--- config.mk ---
export PLATFORM = sky130hd
export DESIGN_NAME = sprite_draw_ctrl
export DESIGN_NICKNAME = d
export VERILOG_FILES = /design/src/rtl/project_pkg.sv /design/src/rtl/square_scanner.sv /design/src/rtl/sprite_draw_ctrl.sv
export SDC_FILE = /design/constraint.sdc
export NUM_CORES = 1
export LEC_CHECK = 0
export ABC_AREA = 1
export BUFFER_PORTS_ARGS = -buffer_cell sky130_fd_sc_hd__buf_2
export CAP_MARGIN = 20
export CELL_PAD_IN_SITES_DETAIL_PLACEMENT = 0
export CELL_PAD_IN_SITES_GLOBAL_PLACEMENT = 1
export CORE_UTILIZATION = 35
export DETAILED_ROUTE_END_ITERATION = 8
export PLACE_DENSITY_LB_ADDON = 0.1
export SYNTH_ARGS = -nofsm -noshare
export SYNTH_HDL_FRONTEND = slang
export SYNTH_SLANG_ARGS = --single-unit
--- constraint.sdc ---
create_clock -name clk -period 3.1 [get_ports clk]
set_input_delay 0.155 -clock clk [delete_from_list [all_inputs] [get_ports clk]]
set_output_delay 0.155 -clock clk [all_outputs]
set_load 0.03 [all_outputs]
--- src/rtl/project_pkg.sv ---
// Shared constants, colours and draw FSM states for the sprite drawing path.
// The CLEAR state exists only when DRAW_CLEAR_EN is defined.
package project_pkg;

    localparam int SCREEN_W     = 160;
    localparam int SCREEN_H     = 120;
    localparam int PLAYER_WIDTH = 3;

    localparam logic [2:0] PLAYER_COLOUR = 3'b010;
    localparam logic [2:0] ENEMY_COLOUR  = 3'b100;
    localparam logic [2:0] BG_COLOUR     = 3'b000;

    typedef enum logic [1:0] {
        ST_IDLE  = 2'd0,
        ST_ERASE = 2'd1,
        ST_DRAW  = 2'd2
`ifdef DRAW_CLEAR_EN
        ,
        ST_CLEAR = 2'd3
`endif
    } draw_state_t;

endpackage

--- src/rtl/square_scanner.sv ---
// Row-major w x h offset generator: dx inner, dy outer, one offset per cycle.
// A start pulse restarts the scan at (0,0) even if a scan is in progress.
module square_scanner (
    input  logic       clk,
    input  logic       resetn,
    input  logic       start,
    input  logic [7:0] w,
    input  logic [6:0] h,
    output logic [7:0] dx,
    output logic [6:0] dy,
    output logic       last
);

    logic active;
    logic x_end;
    logic y_end;

    assign x_end = (dx == w - 8'd1);
    assign y_end = (dy == h - 7'd1);
    assign last  = active && x_end && y_end;

    always_ff @(posedge clk or negedge resetn) begin
        if (!resetn) begin
            dx     <= '0;
            dy     <= '0;
            active <= 1'b0;
        end else if (start) begin
            dx     <= '0;
            dy     <= '0;
            active <= 1'b1;
        end else if (active) begin
            if (x_end) begin
                dx <= '0;
                if (y_end) active <= 1'b0;
                else       dy     <= dy + 7'd1;
            end else begin
                dx <= dx + 8'd1;
            end
        end
    end

endmodule

--- src/rtl/sprite_draw_ctrl.sv ---
// Erases and redraws player/enemy squares as a one-pixel-per-cycle VGA write stream.
// Defining DRAW_CLEAR_EN adds the clear port and a full-screen CLEAR scan.
//
// state    | meaning
// ST_IDLE  | no scan; arbitrate clear > player > enemy
// ST_ERASE | repaint the sprite's previous square in background colour
// ST_DRAW  | paint the new square in the sprite colour
// ST_CLEAR | paint every screen pixel in background colour
module sprite_draw_ctrl
    import project_pkg::*;
(
    input  logic       clk,
    input  logic       resetn,
    input  logic       player_move,
    input  logic [7:0] playerX,
    input  logic [6:0] playerY,
    input  logic       enemy_move,
    input  logic [7:0] enemyX,
    input  logic [6:0] enemyY,
    input  logic [2:0] enemy_width,
`ifdef DRAW_CLEAR_EN
    input  logic       clear,
`endif
    output logic [7:0] vga_x,
    output logic [6:0] vga_y,
    output logic [2:0] vga_colour,
    output logic       vga_plot,
    output logic       busy
);

    draw_state_t state;

    logic       pl_pend, en_pend, clr_hit;
    logic [7:0] pl_x, en_x;
    logic [6:0] pl_y, en_y;
    logic [2:0] en_w;

    logic       sel;
    logic [7:0] cur_x, base_x, scan_w;
    logic [6:0] cur_y, base_y, scan_h;
    logic [2:0] cur_w;
    logic [1:0] prev_valid;
    logic [7:0] prev_x [2];
    logic [6:0] prev_y [2];
    logic [2:0] prev_w [2];

    logic       take_req, req_sel, scan_start, last;
    logic [7:0] req_x, dx;
    logic [6:0] req_y, dy;
    logic [2:0] req_w, pix_colour;
    logic [8:0] pix_x;
    logic [7:0] pix_y;
    logic       in_screen;

`ifdef DRAW_CLEAR_EN
    logic clr_pend;
    assign clr_hit = clr_pend;

    always_ff @(posedge clk or negedge resetn) begin
        if (!resetn)                           clr_pend <= 1'b0;
        else if (clear)                        clr_pend <= 1'b1;
        else if (state == ST_IDLE && clr_pend) clr_pend <= 1'b0;
    end
`else
    assign clr_hit = 1'b0;
`endif

    assign take_req = (state == ST_IDLE) && !clr_hit && (pl_pend || en_pend);
    assign req_sel  = !pl_pend;
    assign req_x    = pl_pend ? pl_x : en_x;
    assign req_y    = pl_pend ? pl_y : en_y;
    assign req_w    = pl_pend ? 3'(PLAYER_WIDTH) : en_w;

    // A new pulse in the same cycle as the take re-arms the latch with fresh coordinates.
    always_ff @(posedge clk or negedge resetn) begin
        if (!resetn) begin
            pl_pend <= 1'b0;
            en_pend <= 1'b0;
            pl_x    <= '0;
            pl_y    <= '0;
            en_x    <= '0;
            en_y    <= '0;
            en_w    <= '0;
        end else begin
            if (player_move) begin
                pl_pend <= 1'b1;
                pl_x    <= playerX;
                pl_y    <= playerY;
            end else if (take_req && !req_sel) begin
                pl_pend <= 1'b0;
            end
            if (enemy_move) begin
                en_pend <= 1'b1;
                en_x    <= enemyX;
                en_y    <= enemyY;
                en_w    <= enemy_width;
            end else if (take_req && req_sel) begin
                en_pend <= 1'b0;
            end
        end
    end

    assign scan_start = take_req || (state == ST_ERASE && last) || ((state == ST_IDLE) && clr_hit);

    square_scanner u_scan (
        .clk    (clk),
        .resetn (resetn),
        .start  (scan_start),
        .w      (scan_w),
        .h      (scan_h),
        .dx     (dx),
        .dy     (dy),
        .last   (last)
    );

    assign pix_x     = {1'b0, base_x} + {1'b0, dx};
    assign pix_y     = {1'b0, base_y} + {1'b0, dy};
    assign in_screen = (pix_x < 9'(SCREEN_W)) && (pix_y < 8'(SCREEN_H));

    always_comb begin
        pix_colour = BG_COLOUR;
        if (state == ST_DRAW) pix_colour = sel ? ENEMY_COLOUR : PLAYER_COLOUR;
    end

    always_ff @(posedge clk or negedge resetn) begin
        if (!resetn) begin
            state      <= ST_IDLE;
            sel        <= 1'b0;
            cur_x      <= '0;
            cur_y      <= '0;
            cur_w      <= '0;
            base_x     <= '0;
            base_y     <= '0;
            scan_w     <= '0;
            scan_h     <= '0;
            prev_valid <= '0;
            prev_x     <= '{default: '0};
            prev_y     <= '{default: '0};
            prev_w     <= '{default: '0};
            vga_x      <= '0;
            vga_y      <= '0;
            vga_colour <= '0;
            vga_plot   <= 1'b0;
            busy       <= 1'b0;
        end else begin
            // Outputs trail the scan counters by one register stage.
            vga_plot <= (state != ST_IDLE) && in_screen;
            busy     <= (state != ST_IDLE);
            if (state != ST_IDLE) begin
                vga_x      <= pix_x[7:0];
                vga_y      <= pix_y[6:0];
                vga_colour <= pix_colour;
            end
            case (state)
                ST_IDLE: begin
`ifdef DRAW_CLEAR_EN
                    if (clr_hit) begin
                        state  <= ST_CLEAR;
                        base_x <= '0;
                        base_y <= '0;
                        scan_w <= 8'(SCREEN_W);
                        scan_h <= 7'(SCREEN_H);
                    end else
`endif
                    if (take_req) begin
                        sel   <= req_sel;
                        cur_x <= req_x;
                        cur_y <= req_y;
                        cur_w <= req_w;
                        if (prev_valid[req_sel]) begin
                            state  <= ST_ERASE;
                            base_x <= prev_x[req_sel];
                            base_y <= prev_y[req_sel];
                            scan_w <= {5'b0, prev_w[req_sel]};
                            scan_h <= {4'b0, prev_w[req_sel]};
                        end else begin
                            state  <= ST_DRAW;
                            base_x <= req_x;
                            base_y <= req_y;
                            scan_w <= {5'b0, req_w};
                            scan_h <= {4'b0, req_w};
                        end
                    end
                end
                ST_ERASE: begin
                    if (last) begin
                        state  <= ST_DRAW;
                        base_x <= cur_x;
                        base_y <= cur_y;
                        scan_w <= {5'b0, cur_w};
                        scan_h <= {4'b0, cur_w};
                    end
                end
                ST_DRAW: begin
                    if (last) begin
                        state           <= ST_IDLE;
                        prev_x[sel]     <= cur_x;
                        prev_y[sel]     <= cur_y;
                        prev_w[sel]     <= cur_w;
                        prev_valid[sel] <= 1'b1;
                    end
                end
`ifdef DRAW_CLEAR_EN
                ST_CLEAR: begin
                    if (last) begin
                        state      <= ST_IDLE;
                        prev_valid <= '0;
                    end
                end
`endif
                default: state <= ST_IDLE;
            endcase
        end
    end

endmodule

# Word level (Yosys, flattened, before mapping)
# Index checks and enable logic that the tools add are counted.
# word_totals
regBits	160
latch_bits	0
ramBits	0
romBits	0
input_bits	37
word_cells	144
memories	0
# classes
addsub	6
multipliers	0
div_mod_pow	0
n_lt_le_gt_ge	8
n_eq_ne	8
shifts	0
muxes	63
n_bitwise	3
reduce_logical	25
# ops
operator	n
$mux 8	13
$mux 7	14
$pmux 8 s2	2
$pmux 7 s2	2
$mux 3	9
$bwmux 16	1
$bwmux 14	1
$reduce_bool 2->1	6
$mux 1	11
$logic_and 1x1->1	10
$add 8x8->9	1
$lt 9x8->1 const B	1
$reduce_and 3->1	3
$add 7x7->8	1
$add 8x1->8 const B	1
$demux 8 s1	1
$eq 8x8->1	1
$lt 8x7->1 const B	1
$mux 2	4
$ne 2x2->1 const B	4
$sub 8x1->8 const B	1
$add 7x1->7 const B	1
$demux 7 s1	1
$eq 7x7->1	1
other kinds (17)	22

# Longest topological paths before layout
# Gate-level depths: netlist of the first run.
# depth
ltp_word	8
mapped_depth	16

# By module
# A second synthesis of the first run with hierarchy kept.
# hier_totals
hier_cells	975
hier_area_um2	7588.5
# by_module_without_submodules
mod	instances	cells_per_inst	area_each_um2
sprite_draw_ctrl	1	753	6138.4
square_scanner	1	222	1450.1

# Worst setup path before layout of the first run
# OpenSTA, ideal clock, no wires.
# synth_path
kind	register to register
from	register scan_h[0]
to	register prev_x[1] (netlist name)
setup_ns	0.118
arrival_time_ns	1.997
required_time_ns	2.982
slack_ns	0.985
stages_incl_launch_ff	15
path_cell_list	dfrtp_1 > inv_2 > ha_1 > ha_1 > inv_1 > nand2_1 > nand2_1 > nand3_1 > nor2_2 > nand3_2 > nor2_8 > nand4_4 > buf_4 > nand2_1 > o21ai_2
# synth_between
elab_chain_len	4
# synth_rtl
element	line	rtl
start: declaration	sprite_draw_ctrl.sv:40	logic [6:0] cur_y, base_y, scan_h;
start signal: assignment	sprite_draw_ctrl.sv:175	scan_h <= {4'b0, prev_w[req_sel]};
start signal: assignment	sprite_draw_ctrl.sv:181	scan_h <= {4'b0, req_w};
start signal: assignment	sprite_draw_ctrl.sv:191	scan_h <= {4'b0, cur_w};
$sub 7x1->7	square_scanner.sv:19	assign y_end = (dy == h - 7'd1);
$eq 7x7->1	square_scanner.sv:19	
$logic_and 1x1->1	square_scanner.sv:20	assign last = active && x_end && y_end;
$reduce_and 2->1 (no source line)	n/a	
end signal: indexed assignment	sprite_draw_ctrl.sv:197	prev_x[sel] <= cur_x;
end: declaration	sprite_draw_ctrl.sv:43	logic [7:0] prev_x [2];
# Every way passes these cells.
# A chain may end at the register's enable or synchronous reset.

# Worst setup path after layout of the first run
# layout_path
from	register scan_h[0]
to	register prev_x[8] (netlist name)
# Same word-level chain as after synthesis.

==> results of run 1 <==
==> stage by stage <==
| stage | setup WS [ps] | utilization | instance area [µm²] | hold slack, ps |
|---|---|---|---|---|
| global placement | 635.1 | 0.3863 | 7868 | 140.5 |
| CTS | 570.1 | 0.4317 | 8792 | 145.4 |
| floorplan | 985.0 | - | 7328 | -140.6 |
| finish | 601.6 | 0.4317 | 8792 | 151.7 |
| global route | 371.6 | 0.4317 | 8792 | 179.6 |
| detailed placement | 597.1 | 0.3863 | 7868 | 136.8 |
==> final cells by class <==
cell class	instances	area share
repair buffers	102	0.08467
flip-flops and latches	147	0.4184
well taps	270	0.03842
inverters	97	0.04141
clock inverters	14	0.01765
multi-input cells	619	0.3506
clock buffers	18	0.04881
==> registers in the layout, summed over array words and instances (netlist names), 2 cells and up <==
signal	cells
base_y	7
prev_x	16
en_x	8
prev_y	14
cur_y	7
base_x	8
state	2
en_y	7
pl_y	7
cur_x	8
prev_valid	2
u_scan.dy	7
pl_x	8
u_scan.dx	8
scan_h	3
vga_x	8
vga_colour	2
cur_w	3
vga_y	7
en_w	3
prev_w	6
==> critical path, stage by stage (launching register included) <==
cell and delay (ps):
dfrtp_1 380, inv_2 80, ha_1 200, ha_1 300, inv_1 80, nand2_1 50
nand2_1 60, nand3_1 80, nor2_2 110, nand3_2 140, nor2_8 190, nand4_4 230
buf_4 310, nand2_1 90, o21ai_1 60
==> final timing paths <==
| kind | endpoint | slack [ps] | depth (start not counted) |
|---|---|---|---|
| min | en_y[3]$_DFFE_PN0P_ | 150 | 3 |
| min reg2reg | en_y[1]$_DFFE_PN0P_ | 460 | 2 |
| max | prev_x[8]$_DFFE_PN0P_ | 600 | 14 |
| max reg2reg | prev_x[8]$_DFFE_PN0P_ | 600 | 14 |
| min in group asynchronous | vga_x[4]$_DFFE_PN0N_ | 260 | 2 |
| max in group asynchronous | prev_y[12]$_DFFE_PN0P_ | 2040 | 3 |
==> power by group <==
group | total (mW) | internal, mW | switching [mW]
logic | 3.35 | 1.11 | 2.24
registers | 2.86 | 2.48 | 0.385
clock network | 2.06 | 1.19 | 0.863
total | 8.26 | 4.78 | 3.49
==> layer usage <==
layer / global-route usage / part of all wire
met1: 0.2484 / 0.51
met2: 0.2993 / 0.45
met3: 0.02919 / 0.025
met4: 0.05990 / 0.015
met5: 0 / 0
==> logic make-up after synthesis <==
logic type,count (synthesis),synth area share
and+or+nand+nor,393,0.2211
DFF,147,0.5020
adders and majority gates,21,0.03790
buffers and inverters,134,0.07768
AOI/OAI and AO/OA,188,0.1417
xor gates and xnor gates,16,0.01912
other,1,0.0005117
==> cells in the final DEF (no fill, tap or decap), types with 3 or more instances in the layout <==
cell and n:
a21oi_1 14, a22oi_1 3, a31oi_1 3, buf_2 54, buf_4 11, clkbuf_16 17, clkinvlp_4 5, dfrtp_1 147
dlygate4sd3_1 34, ha_1 19, inv_1 91, inv_2 6, inv_6 4, nand2_1 290, nand3_1 16, nand4_1 7
nand4_4 3, nor2_1 60, nor2_2 4, nor3_1 7, o211ai_1 17, o21ai_0 92, o21ai_1 44, o21ai_2 4
o22ai_1 3, xnor2_1 7, xor2_1 9
==> impl_metrics.py, run 1 <==
metrics = {
    "setup_path": {
        "r2r_start": "scan_h[0]$_DFFE_PN0P_",
        "cp-end-kind": "flip-flop",
        "crit_fanout": 26,
        "cp-startpoint": "scan_h[0]$_DFFE_PN0P_",
        "crit_arrival_ps": 2800,
        "worstSetupStartpointType": "flip-flop",
        "critical_path_required_ps": 3400,
        "worstSetupPathType": "flip-flop to flip-flop",
    },
    "place": {
        "gp_congestion": 0.7745,
        "hpwlAfterDp_mm": 12.47,
        "placed_cells": 1201,
        "port_buffers": 55,
    },
    "synthesis": {
        "yosys.cell_count.top_type": "nand2_1",
        "synth_edf_count": 0,
        "async_reset_ff_frac": 1.000,
        "synthCells": 900,
        "ys.flop_type": "dfrtp_1",
        "yosys-top-cells-count": "290 x nand2_1, 147 x dfrtp_1, 92 x o21ai_0",
        "ys_ff_latch": 147,
        "avgSynthCellArea_um2": 8.143,
        "ys_types": 37,
        "ys_warn_count": 0,
        "yosys.area.top_type": "dfrtp_1",
        "synth_top_area_frac": 0.5020,
        "ys_seq_area_frac": 0.5020,
        "ys_top_cells_by_area": "dfrtp_1 50%, nand2_1 15%, o21ai_0 6.3%, inv_1 4.7%, ha_1 3.2%",
        "syn-num-nets": 958,
        "syn-cell-area_mm2": 0.007328,
    },
    "clock_tree": {
        "clock_path_buffers": 2,
        "clk_pin_slew_ps": 70,
        "numCtsBuffers": 17,
        "post_cts_buffers": 0,
        "clockRootBuffer": "clkbuf_16",
        "clock_sinks": 147,
        "cts_tree": "built",
        "h-tree-depth": 4,
        "cts_resized": 0,
        "ctsHoldBuffers": 34,
        "clk_latency_ps": 430,
    },
    "grt": {
        "grt_pass1_vias": 5939,
        "grt_use_total": 0.1834,
        "antenna_found_initial": 0,
        "grt_max_degree": 50,
        "overflow": 0,
        "grt_pass1_wl_mm": 30.78,
    },
    "status": {
        "outcome": "finished, final reports clean",
    },
    "power_and_ir_drop": {
        "irDropWorstVdd_mv": 0.3638,
        "total_power_mw": 8.264,
        "p_leak_nw": 4.444,
        "power_density_mw_per_mm2": 940.0,
    },
    "timing": {
        "fin_crit_sh": 0.8059,
        "hold_viol": 0,
        "setup_tns_ps": 0,
        "setup_violations": 0,
        "fmax_ghz": 0.4003,
        "rsz0062_at_grt": "no",
        "relSlewSlack": 0.6108,
        "tightestPinTransition_ps": 581.7,
        "finalMaxSlewViolations": 0,
        "final.min_clock_period_ps": 2498,
        "fin_skew_ps": 9.346,
    },
    "hold_path": {
        "hold_start": "enemy_move",
        "hold_class": "input port to flip-flop",
    },
    "final_layout": {
        "multi_input_area_mm2": 0.003083,
        "fillers": 2120,
        "regArea_mm2": 0.003679,
        "final_cell_count_no_fill": 1267,
        "diodes": 0,
        "final_layout_size_suffix_gt1_frac": 0.1234,
        "nets": 1042,
        "area_growth_syn_to_layout_pct": 19.98,
    },
    "route": {
        "routed_wl_mm": 18.36,
        "drt_iter0_drc": 288,
        "wl_per_cell_um": 14.49,
        "firstDrtPassIters": 4,
        "antenna_left": 0,
        "avgViaCountPerCell": 4.640,
        "num_vias": 5879,
        "drc": 0,
    },
    "floorplan": {
        "die-area_mm2": 0.02152,
        "initial_core_util": 0.3599,
        "row_count": 52,
        "die-width_um": 146.7,
        "die_y_um": 146.7,
        "coreArea_mm2": 0.02036,
        "ios": 57,
    },
    "job": {
        "max_cap_viol_count": 0,
    },
}
Note: power is estimated with default switching activity, not from simulation.
==> inputs of run 2 (changes only) <==
ABC_AREA = 0   (was 1)
clock period = 2.2 ns   (was 3.1 ns; I/O delays follow)
==> run 2 against run 1 <==
The run now ends with setup timing left. Maximum frequency is 2.9% lower. Register-to-register slack worse by 980 ps. Critical path depth is 3 lower. Worst hold slack better by 63 ps. Cell count is 13% lower. Clock power is 42% higher. First-iteration DRC count is 4.2% lower. Synthesized cell count is 27% lower. Worst setup slack worse by 980 ps. Clock skew hardly changed. Critical path type unchanged. Largest cell class is now multi-input combinational cells. Largest power group unchanged.
==> impl_metrics.py, run 2 <==
metrics = {
    "status": {
        "outcome": "finished with violations",
        "violations": "setup timing",
    },
    "power_and_ir_drop": {
        "p_leak_nw": 4.565,
        "irDropWorstVdd_mv": 0.7057,
        "power_density_mw_per_mm2": 1395,
    },
    "final_layout": {
        "final_layout_size_suffix_gt1_frac": 0.3714,
        "final_cell_count_no_fill": 1102,
        "nets": 877,
        "diodes": 0,
        "regMostFlops": "prev_x",
        "final_common_cell": "dfrtp_1",
        "reg_top3": "prev_x (16), prev_y (14)",
        "fillers": 1871,
        "final_cell_mix": "144 x dfrtp_1, 69 x buf_4, 60 x mux2_2, 57 x nand2_1, 54 x buf_2",
        "area_growth_syn_to_layout_pct": 36.01,
        "largest_register_ffs": 16,
        "final_util": 0.4885,
    },
    "route": {
        "drt_iter0_drc": 276,
        "antenna_left": 0,
        "drc": 0,
        "avgViaCountPerCell": 4.985,
        "wl_per_cell_um": 17.20,
        "routed_wl_mm": 18.95,
        "num_vias": 5493,
        "firstDrtPassIters": 4,
    },
    "synthesis": {
        "syn-num-nets": 712,
        "yosys.area.top_type": "dfrtp_1",
        "synthCells": 654,
        "ys_ff_latch": 147,
        "syn-cell-area_mm2": 0.007315,
        "async_reset_ff_frac": 1.000,
        "ys_top_cells_by_area": "dfrtp_1 50%, mux2_2 11%, mux2i_1 4.8%, o21ai_0 4.0%, a211oi_1 3.8%",
        "yosys-top-cells-count": "147 x dfrtp_1, 69 x mux2_2, 59 x nand2_1, 59 x o21ai_0",
        "ys_types": 55,
        "ys.flop_type": "dfrtp_1",
        "synth_edf_count": 0,
        "ys_seq_area_frac": 0.5029,
        "yosys.cell_count.top_type": "dfrtp_1",
        "avgSynthCellArea_um2": 11.18,
        "ys_warn_count": 0,
        "synth_top_area_frac": 0.5029,
    },
    "timing": {
        "tightestPinTransition_ps": 693.1,
        "finalMaxSlewViolations": 0,
        "fin_skew_ps": 9.268,
        "rsz0062_at_grt": "yes",
        "setup_ws_ps": -374.1,
        "fin_crit_sh": 1.170,
        "setup_violations": 64,
        "relSlewSlack": 0.5379,
        "fmax_ghz": 0.3885,
        "final.min_clock_period_ps": 2574,
        "hold_viol": 0,
    },
    "hold_path": {
        "hold_class": "input port to flip-flop",
    },
    "grt": {
        "antenna_found_initial": 0,
        "grt_max_degree": 64,
        "overflow": 0,
        "grt_use_total": 0.1870,
        "grt_pass1_wl_mm": 31.14,
        "grt_pass1_vias": 5723,
    },
    "setup_path": {
        "crit_fanout": 5,
        "critical_path_required_ps": 2500,
        "worstSetupPathType": "flip-flop to flip-flop",
        "cp-end-kind": "flip-flop",
        "worstSetupStartpointType": "flip-flop",
        "crit_arrival_ps": 2880,
    },
    "place": {
        "placed_cells": 1006,
        "port_buffers": 55,
        "hpwlAfterDp_mm": 12.26,
        "gp_congestion": 0.7843,
    },
    "clock_tree": {
        "clk_latency_ps": 420,
        "cts_tree": "built",
        "h-tree-depth": 4,
        "clk_pin_slew_ps": 60,
        "clockRootBuffer": "clkbuf_16",
        "numCtsBuffers": 17,
        "clock_sinks": 147,
        "clock_path_buffers": 2,
    },
    "floorplan": {
        "die-width_um": 146.6,
        "ios": 57,
        "initial_core_util": 0.3592,
        "row_count": 52,
        "die_y_um": 146.6,
        "die-area_mm2": 0.02148,
        "coreArea_mm2": 0.02036,
    },
    "job": {
        "max_cap_viol_count": 0,
    },
}
-- run 2: cell types whose count changed after synthesis, moves of 33 or more --
cell,change
nor2_1,-43
o21ai_1,-44
o21ai_0,-33
inv_1,-78
mux2_2,+69
a211oi_1,+36
mux2i_1,+35
nand2_1,-231
-- run 2: layer usage --
layer  GRT usage  wire, µm
met1      0.2532      9240
met2      0.3110      9115
met3     0.02563       301
met4     0.05521       296
met5           0         0
-- run 2: power breakdown --
| group | switching, mW | internal [mW] |
|---|---|---|
| combinational | 3.29 | 3.15 |
| sequential | 0.828 | 3.69 |
| clock | 1.18 | 1.74 |
-- run 2: worst max-delay path: stages, from the launching register on --
cell and delay, ps:
dfrtp_1 390, inv_2 90, ha_4 140, ha_4 210, xnor2_4 140, nor3_4 220, and4_4 270, nand2_4 60
nor4_4 290, buf_4 190, buf_8 140, mux2_4 300
-- run 2: kinds of logic after synthesis --
group,share of synthesized area
buffers and inverters,0.02891
adder cells (fa/ha/maj),0.03798
AO/OA/AOI/OAI,0.1317
AND/OR/NAND/NOR,0.1062
other,0.0005127
XOR/XNOR,0.01916
multiplexers,0.1726
flip-flops,0.5029
-- run 2: final cells by class --
type                       count  area, µm²  share of cell area
clock inverter                10      123.9             0.01245
timing repair buffer         182       1534              0.1542
tap                          270      337.8             0.03396
sequential                   147       3682              0.3701
clock buffer                  22      464.2             0.04666
inverter                      14      52.55            0.005282
multi-input combinational    457       3754              0.3773
-- run 2: through the flow --
stage / total power [mW] / worst slack [ps] / setup TNS (ps) / hold slack (ps) / cell area, µm²
3_5_place_dp: 9.868 / -409.0 / -17220 / 174.3 / 8371
2_1_floorplan: 7.959 / -563.0 / -11270 / -185.6 / 7372
6_report: 13.87 / -374.1 / -17760 / 214.9 / 9948
3_3_place_gp: 9.709 / -356.7 / -13640 / 164.4 / 8371
5_1_grt: 14.85 / -455.4 / -23270 / 241.2 / 9948
4_1_cts: 13.55 / -335.9 / -12480 / 216.7 / 9751
-- run 2: final timing paths --
path	from	endpoint	slack, ps	cells after the start
max in group asynchronous	resetn	prev_w[2]$_DFFE_PN0P_	1260	3
setup reg to reg	scan_h[1]$_DFFE_PN0P_	prev_y[9]$_DFFE_PN0P_	-370	11
min in group asynchronous	resetn	u_scan.dy[2]$_DFFE_PN0P_	260	2
hold reg to reg	vga_y[1]$_DFFE_PN0N_	vga_y[1]$_DFFE_PN0N_	480	2
setup / recovery	scan_h[1]$_DFFE_PN0P_	prev_y[9]$_DFFE_PN0P_	-370	11
hold / removal	player_move	pl_pend$_DFFE_PN0P_	210	2
-- run 2: what timing repair did --
action                     4_1_cts  5_1_grt
setup endpoints to repair       65       67
pin swaps                       17       15
buffers inserted                16       14
hold endpoints to repair        94        0
cloned                           4        2
resized for setup               53       40
hold buffers                    34        0
